**src/rtl/clock_time_ctrl.sv**
```systemverilog
// Time-of-day controller: 1 Hz edge-driven hh:mm:ss BCD counter with a set-hour/set-minute mode FSM.
// Optional alarm comparator is enabled by defining ALARM_EN.
module clock_time_ctrl #(
    parameter int HOUR_MAX = 23
) (
    input  logic       Clk_50MHz,
    input  logic       Reset_N,
    input  logic       Second_in,
    input  logic       Key_mode,
    input  logic       Key_inc,
    output logic [7:0] Hour_bcd,
    output logic [7:0] Min_bcd,
    output logic [7:0] Sec_bcd,
    output logic [1:0] Mode,
    output logic       Blink,
    output logic       Day_pulse
`ifdef ALARM_EN
    ,
    input  logic [7:0] Alarm_hour,
    input  logic [7:0] Alarm_min,
    output logic       Alarm_out
`endif
);

    localparam logic [1:0] RUN      = 2'b00;
    localparam logic [1:0] SET_HOUR = 2'b01;
    localparam logic [1:0] SET_MIN  = 2'b10;

    localparam logic [7:0] HOUR_MAX_BCD = {4'(HOUR_MAX / 10), 4'(HOUR_MAX % 10)};
    localparam logic [7:0] MIN_MAX_BCD  = 8'h59;

    logic sec_d;
    logic mode_d;
    logic inc_d;
    logic tick;
    logic mode_ev;
    logic inc_ev;

    assign tick    = Second_in & ~sec_d;
    assign mode_ev = Key_mode & ~mode_d;
    assign inc_ev  = Key_inc & ~inc_d;

    // Two-digit BCD increment that wraps to 00 after maxv.
    function automatic logic [7:0] bcd_next(input logic [7:0] v, input logic [7:0] maxv);
        if (v == maxv)
            return 8'h00;
        else if (v[3:0] == 4'd9)
            return {v[7:4] + 4'd1, 4'd0};
        else
            return v + 8'd1;
    endfunction

    always_ff @(posedge Clk_50MHz) begin
        if (!Reset_N) begin
            sec_d     <= 1'b0;
            mode_d    <= 1'b0;
            inc_d     <= 1'b0;
            Hour_bcd  <= 8'h00;
            Min_bcd   <= 8'h00;
            Sec_bcd   <= 8'h00;
            Mode      <= RUN;
            Blink     <= 1'b0;
            Day_pulse <= 1'b0;
        end else begin
            sec_d     <= Second_in;
            mode_d    <= Key_mode;
            inc_d     <= Key_inc;
            Day_pulse <= 1'b0;
            Blink     <= (Mode != RUN) & Second_in;

            case (Mode)
                RUN: begin
                    // A tick coinciding with a mode event is still counted.
                    if (tick) begin
                        if (Sec_bcd == MIN_MAX_BCD) begin
                            Sec_bcd <= 8'h00;
                            if (Min_bcd == MIN_MAX_BCD) begin
                                Min_bcd <= 8'h00;
                                if (Hour_bcd == HOUR_MAX_BCD) begin
                                    Hour_bcd  <= 8'h00;
                                    Day_pulse <= 1'b1;
                                end else begin
                                    Hour_bcd <= bcd_next(Hour_bcd, HOUR_MAX_BCD);
                                end
                            end else begin
                                Min_bcd <= bcd_next(Min_bcd, MIN_MAX_BCD);
                            end
                        end else begin
                            Sec_bcd <= bcd_next(Sec_bcd, MIN_MAX_BCD);
                        end
                    end
                    if (mode_ev)
                        Mode <= SET_HOUR;
                end
                SET_HOUR: begin
                    if (mode_ev)
                        Mode <= SET_MIN;
                    else if (inc_ev)
                        Hour_bcd <= bcd_next(Hour_bcd, HOUR_MAX_BCD);
                end
                SET_MIN: begin
                    if (mode_ev) begin
                        Mode    <= RUN;
                        Sec_bcd <= 8'h00;
                    end else if (inc_ev) begin
                        Min_bcd <= bcd_next(Min_bcd, MIN_MAX_BCD);
                    end
                end
                default: Mode <= RUN;
            endcase
        end
    end

`ifdef ALARM_EN
    always_ff @(posedge Clk_50MHz) begin
        if (!Reset_N)
            Alarm_out <= 1'b0;
        else
            Alarm_out <= (Mode == RUN) && (Hour_bcd == Alarm_hour) && (Min_bcd == Alarm_min);
    end
`endif

endmodule
```
**config.mk**
```make
export PLATFORM = sky130hd
export DESIGN_NAME = clock_time_ctrl
export DESIGN_NICKNAME = d
export VERILOG_FILES = /design/src/rtl/clock_time_ctrl.sv
export SDC_FILE = /design/constraint.sdc
export NUM_CORES = 1
export LEC_CHECK = 0
export CAP_MARGIN = 10
export CORE_UTILIZATION = 40
export DETAILED_ROUTE_END_ITERATION = 10
export SLEW_MARGIN = 20
export SYNTH_ARGS = -nofsm -noshare
export SYNTH_HDL_FRONTEND = slang
export SYNTH_SLANG_ARGS = --single-unit
```
**constraint.sdc**
```tcl
create_clock -name Clk_50MHz -period 2.7 [get_ports Clk_50MHz]
set_clock_uncertainty 0.2 [all_clocks]
set_input_delay 0.54 -clock Clk_50MHz [delete_from_list [all_inputs] [get_ports Clk_50MHz]]
set_output_delay 0.54 -clock Clk_50MHz [all_outputs]
set_load 0.02 [all_outputs]
```
==> results of run 1 <==
==> report_power, final <==
group	switching, mW	internal [mW]	total, mW
logic	0.0615	0.0491	0.111
clock network	0.177	0.298	0.476
registers	0.0145	0.468	0.482
total	0.253	0.815	1.07
==> cell usage after synthesis, drive strengths merged (2+ instances only) <==
cell type / number
dfxtp: 31
nand2: 20
nor2: 20
a21oi: 18
ha: 12
inv: 8
nand3: 8
o21ai: 8
nand3b: 7
and2: 4
clkbuf: 4
nand2b: 4
nand4: 4
nor2b: 4
nor3: 4
and3b: 3
buf: 3
mux2i: 3
or4: 3
xor2: 3
a21boi: 2
a21o: 2
a311oi: 2
a41o: 2
and3: 2
nand4b: 2
o211ai: 2
o41ai: 2
or3: 2
==> stage by stage <==
stage / power (mW) / area [µm²] / hold slack [ns]
2_1_floorplan: 0.5596 / 1737 / 0.3557
3_3_place_gp: 0.6003 / 2127 / 0.2816
3_5_place_dp: 0.6024 / 2127 / 0.2988
4_1_cts: 1.078 / 2245 / 0.3089
5_1_grt: 1.114 / 2245 / 0.3406
6_report: 1.068 / 2245 / 0.3084
==> cells by family after synthesis <==
family                   after synthesis  synth area share (%)
AND/OR/NAND/NOR                       91                 28.75
AO/OA/AOI/OAI                         49                 18.81
XOR/XNOR                               4                 2.018
multiplexers                           4                 2.378
flip-flops                            31                 35.74
buffers and inverters                 16                 3.674
adder cells (fa/ha/maj)               12                 8.645
==> state kept, by name, indices dropped and copies added (netlist names) <==
| name | cells |
|---|---|
| sec_d | 1 |
| Mode | 2 |
| mode_d | 1 |
| Min_bcd | 8 |
| Day_pulse | 1 |
| Blink | 1 |
| Hour_bcd | 8 |
| inc_d | 1 |
| Sec_bcd | 8 |
==> tightest hold or removal path: cells and delay by family (launching register included) <==
family           cells  cell delay [ns]
multiplexers         1             0.06
flip-flops           1             0.34
AND/OR/NAND/NOR      1             0.06
==> cells in the final DEF, fill, tap and decap left out, drive strengths merged, types with 4 or more instances in the layout <==
master          n
clkbuf          6
inv             8
and2            4
nor3            4
ha             12
nor2b           4
nand3b          7
nor2           20
a21oi          18
clkdlybuf4s50  32
o21ai           8
dfxtp          31
nand2b          4
nand4           4
buf             5
nand2          20
nand3           8
==> routing by layer <==
layer  track usage [%]  routed length [µm]  up-vias
met1             28.73                2075      763
li1                  -                   -      822
met3             4.333                 242        4
met4             8.854                  52        0
met5                 0                   0        -
met2             27.10                1778       46
==> how the worst max path moves through the flow <==
stage	depth (start not counted)	start	slack, ns	end
2_1_floorplan	7	Min_bcd[0]	0.31	Hour_bcd[7]
3_3_place_gp	5	Second_in	0.08	Hour_bcd[6]
3_5_place_dp	5	Second_in	0.02	Hour_bcd[1]
4_1_cts	6	Min_bcd[0]	0.14	Hour_bcd[1]
5_1_grt	6	Min_bcd[0]	0.03	Hour_bcd[1]
6_report	6	Min_bcd[0]	0.13	Hour_bcd[1]
==> final cells by class <==
cell class              count  area [µm²]  area share (%)
flip-flops and latches     31       620.6           27.65
clock inverters             2       35.03           1.561
multi-input cells         160        1052           46.88
clock buffers               6       82.58           3.679
well taps                  50       62.56           2.787
inverters                   9       33.78           1.505
repair buffers             37       357.8           15.94
==> results by group, run 1 <==
Clocking
  • Cts repair resizes: 0
  • Hold Buf Count CTS: 0
  • H-tree Lvls: 2
  • Clock Tree Root: clkbuf_8
  • Clock-pin slew on the worst setup and hold paths: 0.07 ns
  • Clk sinks: 31
  • Clock tree from TritonCTS: done
  • Post-CTS Repair Setup Buffers: 0
  • Clk buf depth: 2
  • Cts bufs inserted: 5
  • Clock latency on the worst-skew pair: 0.29 ns

Worst setup path
  • Max incr delay on CP: 0.56 ns
  • Register-to-Register Path Depth: 6
  • R2R Path End: Hour_bcd[1]
  • Delay-heaviest family, CP: simple AND/OR/NAND/NOR gates
  • CP max-delay cell: or4_1
  • Critical path endpoint category: flip-flop
  • Crit path required time: 2.71 ns
  • CP Buf/Inv Count: 0
  • Worst EP arrival: 2.58 ns
  • Worst flop-to-flop path startpoint: Min_bcd[0]
  • Worst R2R Setup Slack: 0.13 ns
  • Critical Path Start Type: flip-flop
  • CP Cell Sequence: ha_1 > and3b_2 > nand4b_4 > o32a_1 > or4_1 > a21oi_1
  • Critical Path Fanout Max: 14
  • Kind of critical path: flip-flop to flip-flop

Global routing
  • Largest net degree at the start of global routing: 19
  • Vias in the first global route: 1,416
  • GRT Overall Usage: 19.69%
  • Global route overflow: 0
  • Initial antenna violation count: 0
  • Wire length of the first global-routing pass: 6.727 mm

Placement
  • Placed Cells: 287
  • HPWL after DPL: 2.908 mm
  • I/O Buffers: 32
  • Pre-CTS setup slack: 0.01583 ns
  • RD Place Congestion: 0.7990

Synth
  • Syn Area/Cell: 8.390 µm²
  • Sequential area share after synthesis: 35.73%
  • FF+latch count, synth: 31
  • Synthesized net count: 224
  • FFs w/ async S/R, synth: 0%
  • Top-area cell type share of the netlist area: 35.73%
  • Post-Synthesis Cells: 207
  • Netlist cell types: 50
  • Synth Warn #: 0
  • Mapped cell area: 1737 µm²
  • Largest cells by area after synthesis: dfxtp_1 (36%), ha_1 (8.6%), a21oi_1 (4.9%), nand2_1 (4.3%), nor2_1 (4.3%)
  • EDFF count, synth: 0
  • Cell taking the most area after synthesis: dfxtp_1
  • Post-synth top flop: dfxtp_1

STA
  • Final hold violations: 0
  • Final WS setup: 0.1346 ns
  • Final setup viols: 0
  • Slew Limit Fails: 0
  • Final min period: 2.565 ns
  • Setup_tns: 0 ns
  • Unrepaired setup endpoints after global routing: false
  • Fmax: 389.8 MHz
  • Max-slew headroom: 62.85%
  • Final period util: 95.01%
  • Worst Max-Slew Pin Slew: 0.5523 ns

Pwr
  • Worst-case vdd ir drop: 200.7 µV
  • Power Dens Cells: 476.0 nW/µm²
  • LEAKAGE: 0.8704 nW

Routing
  • Detailed-route via count: 1,635
  • Detail Route Antenna Nets: 0
  • DRT Wirelength: 4.147 mm
  • DR WL/cell: 14.06 µm
  • DR vias/cell: 5.542
  • First-pass detailed-route iteration total: 4
  • # DRC: 0
  • Initial DRC Count: 97

Final layout
  • Core Util, Final: 54.93%
  • Post-route non-filler standard cell count: 295
  • Area growth syn-to-layout: 29.25%
  • Layout cells sized above 1: 8.163%
  • Inserted Diodes: 0
  • Fill cells: 378
  • Fin nets: 261

Run status
  • Status: complete, no violations

Hold path
  • Hold Startpoint: Min_bcd[7]
  • HP Class: flip-flop to flip-flop
  • Worst Hold Path EP: Min_bcd[7]
  • Hold Crit Depth: 2

Floorplanning
  • Die outline height: 67.89 µm
  • Initial Util: 42.50%
  • IO Count: 33
  • Die W: 67.89 µm
  • Core area: 4086 µm²
  • Die area: 4609 µm²
  • # rows: 23

Flow run
  • Max_cap viols: 0
No activity file was read; power rests on OpenSTA's default activity.
==> run 2: changes to the inputs <==
ABC_AREA = 1   (was default)
RECOVER_POWER = 50   (was default)
==> results by group, run 2 <==
Worst setup path
  • Kind of critical path: input port to flip-flop
  • Critical path endpoint category: flip-flop
  • Critical Path Fanout Max: 12 (-2)
  • CP Cell Sequence: clkdlybuf4s50_1 > nand2_1 > o21ai_1 > nand2_1 > nor2_1 > nand2_1 > nand2_1 > nor2_1
  • Crit path required time: 2.68 ns (-0.03 ns)
  • Worst EP arrival: 2.27 ns (-0.31 ns)
  • Max incr delay on CP: 0.64 ns (+0.08 ns)
  • CP max-delay cell: o21ai_1
  • Critical Path Start Type: input port
  • Crit-path most repeated cell: nand2_1

Global routing
  • Wire length of the first global-routing pass: 6.872 mm (+2.2%)
  • Initial antenna violation count: 0 (unchanged)
  • Global route overflow: 0 (unchanged)
  • Vias in the first global route: 1,574 (+11%)
  • Largest net degree at the start of global routing: 18 (-1)
  • GRT Overall Usage: 17.48% (-2.2 points)

Final layout
  • Fill cells: 462 (+22%)
  • Multi-input logic area: 1030 µm² (-2.1%)
  • Commonest non-fill, non-tap cell in the layout: nand2_1
  • Leading cell types in the layout, fill and taps excluded: nand2_1 (73), inv_1 (36), nor2_1 (35)
  • Layout cells sized above 1: 4.459% (-3.7 points)
  • Area growth syn-to-layout: 25.14%
  • FF+latch area: 620.6 µm² (unchanged)
  • Inserted Diodes: 0 (unchanged)
  • Top Registers: Hour_bcd (8), Min_bcd (8), Sec_bcd (8)
  • Post-route non-filler standard cell count: 366 (+24%)
  • Fin nets: 330 (+26%)

Placement
  • RD Place Congestion: 0.7615 (-4.7%)
  • Placed Cells: 358 (+25%)
  • I/O Buffers: 32 (unchanged)
  • HPWL after DPL: 2.904 mm (-0.15%)
  • Pre-CTS setup slack: 0.3663 ns (+0.3505 ns)

Routing
  • # DRC: 0 (unchanged)
  • Initial DRC Count: 70 (-28%)
  • Detail Route Antenna Nets: 0 (unchanged)
  • Metal3 WL: 165 µm (-32%)
  • Detailed-route via count: 1,791 (+9.5%)
  • First-pass detailed-route iteration total: 4 (unchanged)
  • DR vias/cell: 4.893 (-12%)
  • DRT Wirelength: 3.888 mm (-6.2%)
  • DR WL/cell: 10.62 µm (-24%)
  • DR top layer: met4
  • Met1 wire length: 1.900 mm (-8.4%)
  • Met2 wire len: 1.774 mm (-0.22%)

STA
  • Hold slack: 0.3138 ns (+0.005437 ns)
  • Final min period: 2.288 ns (-0.2778 ns)
  • Final period util: 84.72% (-10 points)
  • Final setup viols: 0 (unchanged)
  • Final WS setup: 0.4124 ns (+0.2778 ns)
  • Max-slew headroom: 46.19% (-17 points)
  • Unrepaired setup endpoints after global routing: false
  • Fmax: 437.1 MHz (+12%)
  • Final hold violations: 0 (unchanged)
  • Slew Limit Fails: 0 (unchanged)
  • Worst Max-Slew Pin Slew: 0.8072 ns (+0.2549 ns)
  • Setup_tns: 0 ns (unchanged)

Pwr
  • Final Power: 988.4 µW (-7.5%)
  • LEAKAGE: 1.023 nW (+18%)
  • Worst-case vdd ir drop: 323.2 µV (+61%)
  • Power Dens Cells: 432.4 nW/µm² (-9.2%)

Clocking
  • Clock latency on the worst-skew pair: 0.28 ns (about the same)
  • Clk buf depth: 2 (unchanged)
  • Clock tree from TritonCTS: done
  • Clock Tree Root: clkbuf_8
  • H-tree Lvls: 2 (unchanged)
  • Hold Buf Count CTS: 0 (unchanged)
  • Cts repair resizes: 0 (unchanged)
  • Clk sinks: 31 (unchanged)
  • Cts bufs inserted: 5 (unchanged)
  • Clock-pin slew on the worst setup and hold paths: 0.06 ns (about the same)
  • Post-CTS Repair Setup Buffers: 0 (unchanged)

Floorplanning
  • Core area: 4384 µm² (+7.3%)
  • IO Count: 33 (unchanged)
  • Die outline height: 69.58 µm (+2.5%)
  • Initial Util: 41.67% (-0.83 points)
  • Die W: 69.58 µm (+2.5%)
  • # rows: 24 (+4.3%)
  • Die area: 4841 µm² (+5.0%)

Synth
  • Largest cells by area after synthesis: dfxtp_1 (34%), nand2_1 (15%), ha_1 (8.2%), inv_1 (7.2%), nor2_1 (7.2%)
  • Post-synth top flop: dfxtp_1
  • Cell taking the most area after synthesis: dfxtp_1
  • Sequential area share after synthesis: 33.97% (-1.8 points)
  • Mapped cell area: 1827 µm² (+5.2%)
  • FF+latch count, synth: 31 (unchanged)
  • Syn Area/Cell: 6.619 µm² (-21%)
  • Synthesized net count: 293 (+31%)
  • FFs w/ async S/R, synth: 0% (unchanged)
  • Netlist cell types: 29 (-42%)
  • Most numerous cell in the Yosys netlist: nand2_1
  • Synth cell count leaders: nand2_1 (72), inv_1 (35), nor2_1 (35)
  • Synth Warn #: 0 (unchanged)
  • Top-area cell type share of the netlist area: 33.97% (-1.8 points)
  • Post-Synthesis Cells: 276 (+33%)
  • EDFF count, synth: 0 (unchanged)

Flow run
  • Max_cap viols: 0 (unchanged)

Hold path
  • HP Class: flip-flop to flip-flop

Run status
  • Status: complete, no violations
==> run 2: final cells by class <==
class / count / share of cell area [%]
Inverter: 38 / 6.240
Tap cell: 52 / 2.846
Sequential cell: 31 / 27.15
Multi-Input combinational cell: 203 / 45.05
Timing Repair Buffer: 34 / 14.34
Clock buffer: 8 / 4.379
==> run 2: layer usage <==
layer / track usage (%) / vias to the layer above
met3: 4.797 / 7
li1: - / 961
met4: 5.669 / 0
met1: 22.48 / 783
met5: 0 / -
met2: 28.26 / 40
==> run 2: final timing paths <==
| kind | from | to | slack (ns) | cells past startpoint |
|---|---|---|---|---|
| setup / recovery | Key_mode | Sec_bcd[7] | 0.41 | 8 |
| hold reg to reg | Sec_bcd[7] | Sec_bcd[7] | 0.31 | 2 |
| setup reg to reg | Sec_bcd[0] | Min_bcd[1] | 0.56 | 10 |
| hold / removal | Sec_bcd[7] | Sec_bcd[7] | 0.31 | 2 |
==> run 2: power by group <==
| part | switching (mW) | leakage [nW] | internal (mW) |
|---|---|---|---|
| logic | 0.0694 | 0.720 | 0.0386 |
| registers | 0.0116 | 0.252 | 0.469 |
| clock network | 0.167 | 0.0515 | 0.232 |
| total | 0.248 | 1.02 | 0.740 |
==> run 2: per-stage QoR <==
step                utilization (%)  area [µm²]
floorplan                         -        1827
global placement              50.17        2200
detailed placement            50.17        2200
CTS                           52.45        2300
global route                  52.14        2286
finish                        52.14        2286
==> run 2: critical path, delay by kind of cell <==
kind | cells | cell delay, ns
AOI/OAI and AO/OA | 1 | 0.64
buffers and inverters | 1 | 0.47
and+or+nand+nor | 6 | 0.62
==> run 2: cells by family after synthesis <==
logic type / Yosys count / synth area share, %
AND/OR/NAND/NOR: 146 / 34.59
AO/OA/AOI/OAI: 42 / 12.47
buffers and inverters: 42 / 9.315
flip-flops: 31 / 33.97
adder cells (fa/ha/maj): 12 / 8.219
XOR/XNOR: 3 / 1.439
==> run 3: changes to the inputs <==
PLACE_DENSITY = 0.66   (was default)
clock period = 1.9 ns   (was 2.7 ns; I/O delays follow)
==> results by group, run 3 (synthesis results as in run 2) <==
Placement
  • Area post-placement: 2380 µm² (+8.2%)
  • RD Place Congestion: 0.8085 (+6.2%)
  • HPWL after DPL: 3.178 mm (+9.4%)
  • I/O Buffers: 32 (unchanged)

Routing
  • Initial DRC Count: 83 (+19%)
  • Detailed-route via count: 1,892 (+5.6%)
  • DR vias/cell: 4.851 (-0.86%)
  • # DRC: 0 (unchanged)
  • DR WL/cell: 10.62 µm (about the same)
  • Detail Route Antenna Nets: 0 (unchanged)
  • First-pass detailed-route iteration total: 4 (unchanged)
  • DRT Wirelength: 4.142 mm (+6.5%)

Worst setup path
  • Critical Path Start Type: flip-flop
  • CP max-delay cell: clkdlybuf4s50_1
  • Worst EP arrival: 1.27 ns (-1.00 ns)
  • Crit path required time: 1.32 ns (-1.36 ns)
  • Critical Path Fanout Max: 3 (-9)
  • Kind of critical path: flip-flop to output port
  • CP Cell Sequence: clkdlybuf4s50_1
  • Delay-heaviest family, CP: buffers and inverters
  • CP Buf/Inv Count: 1 (unchanged)
  • Critical path endpoint category: output port
  • Max incr delay on CP: 0.62 ns (-0.02 ns)

Run status
  • Status: complete, no violations

Global routing
  • Initial antenna violation count: 0 (unchanged)
  • GRT Overall Usage: 18.47% (+0.99 points)
  • Vias in the first global route: 1,706 (+8.4%)
  • Largest net degree at the start of global routing: 12 (-6)
  • Global route overflow: 0 (unchanged)
  • Wire length of the first global-routing pass: 7.148 mm (+4.0%)

STA
  • Slew Limit Fails: 0 (unchanged)
  • Hold slack: 0.3387 ns (+0.02489 ns)
  • Final period util: 97.51%
  • Max-slew headroom: 72.75% (+27 points)
  • Unrepaired setup endpoints after global routing: false
  • Final setup viols: 0 (unchanged)
  • Fmax: 539.7 MHz
  • Worst Max-Slew Pin Slew: 0.4088 ns (-0.3984 ns)
  • Final min period: 1.853 ns
  • Final hold violations: 0 (unchanged)

Final layout
  • Layout cells sized above 1: 13.91% (+9.4 points)
  • Top Registers: Hour_bcd (8), Min_bcd (8), Sec_bcd (8)
  • Final instance area: 2411 µm² (+5.5%)
  • Core Util, Final: 54.99% (+2.9 points)
  • Leading cell types in the layout, fill and taps excluded: nand2_1 (68), inv_1 (35), nor2_1 (35)
  • Inserted Diodes: 0 (unchanged)
  • Area growth syn-to-layout: 31.99%
  • Commonest non-fill, non-tap cell in the layout: nand2_1
  • Fin nets: 354 (+7.3%)

Pwr
  • Worst-case vdd ir drop: 426.9 µV (+32%)
  • NetSw: 364.0 µW (+47%)
  • Int Pwr: 1.003 mW (+35%)
  • LEAKAGE: 1.128 nW (+10%)
  • Comb pwr share: 14.1% (+3.2 points)
  • Sequential power share: 49.8% (+1.1 points)
  • Switching Share: 26.63% (+1.5 points)
  • Clock share of power: 36.1% (-4.3 points)
  • Power Dens Cells: 567.0 nW/µm² (+31%)

Clocking
  • Clk buf depth: 2 (unchanged)
  • Clock tree from TritonCTS: done
  • Clock Tree Root: clkbuf_8
  • Cts bufs inserted: 5 (unchanged)
  • Clk sinks: 31 (unchanged)
  • Clock latency on the worst-skew pair: 0.28 ns (about the same)
  • Clock-pin slew on the worst setup and hold paths: 0.06 ns (about the same)
  • H-tree Lvls: 2 (unchanged)

Hold path
  • HP Class: flip-flop to flip-flop

Floorplanning
  • Die W: 69.58 µm (unchanged)
  • Die outline height: 69.58 µm (unchanged)
  • Initial Util: 41.67% (unchanged)
  • Core area: 4384 µm² (unchanged)
  • # rows: 24 (unchanged)
  • Die area: 4841 µm² (unchanged)
  • IO Count: 33 (unchanged)

Flow run
  • Max_cap viols: 0 (unchanged)
## run 3: cell types whose count changed in the layout (fill, tap and decap cells not counted), sizes merged
| cell | change |
|---|---|
| clkinv | +2 |
| clkbuf | +8 |
| clkdlybuf4s50 | -7 |
| buf | +24 |
| dlygate4sd3 | -11 |
| inv | -1 |
| dlygate4sd2 | +9 |
## run 3: power by group through the flow
stage | combinational [mW] | sequential (mW) | clock, mW
finish | 0.193 | 0.681 | 0.493
global route | 0.215 | 0.683 | 0.540
CTS | 0.194 | 0.681 | 0.508
detailed placement | 0.195 | 0.695 | 0
global placement | 0.194 | 0.695 | 0
floorplan | 0.0936 | 0.712 | 0
## run 3: timing repair
item / 4_1_cts / 5_1_grt
gates resized for setup: 9 / 19
endpoints found under the hold margin: 0 / 0
setup endpoints to repair: 9 / 26
cloned: 0 / 0
pin swaps: 0 / 1
setup buffers: 0 / 0
hold buffers: 0 / 0
## run 3: path summary, 6_finish.rpt
path         cells after the start         end  slack [ns]       start
max                              1  Min_bcd[3]        0.05  Min_bcd[3]
min                              2  Sec_bcd[7]        0.34  Sec_bcd[7]
max reg2reg                     10  Min_bcd[4]        0.14  Sec_bcd[1]
min reg2reg                      2  Sec_bcd[7]        0.34  Sec_bcd[7]
## run 3: tightest hold or removal path, cell delays in order (launching register included)
cell,delay (ns)
dfxtp_1,0.34
nor2_1,0.10
nor2_1,0.06
## run 3: metal layers
metal	track usage, %	wire length, µm
met1	22.05	1989
met2	31.61	1948
met3	4.942	151
met4	6.803	52
met5	0	0
## run 3: final cells by class
type | count | area (µm²)
clock buffers | 7 | 76.32
flip-flops and latches | 31 | 621.8
repair buffers | 58 | 440.4
fillers | 458 | 1973
well taps | 52 | 65.06
inverters | 38 | 147.6
multi-input cells | 203 | 1055
clock inverters | 1 | 5.005
## run 3: per-stage QoR
stage	std cells	setup slack, ns	setup TNS, ns	total power [mW]
after global routing	390	0.002005	0	1.437
final	390	0.04725	0	1.367
after CTS	390	0.0009573	0	1.383
after floorplan	276	0.05571	0	0.8057
after detailed placement	382	-0.1565	-1.942	0.8905
after global placement	382	-0.1070	-1.542	0.8883
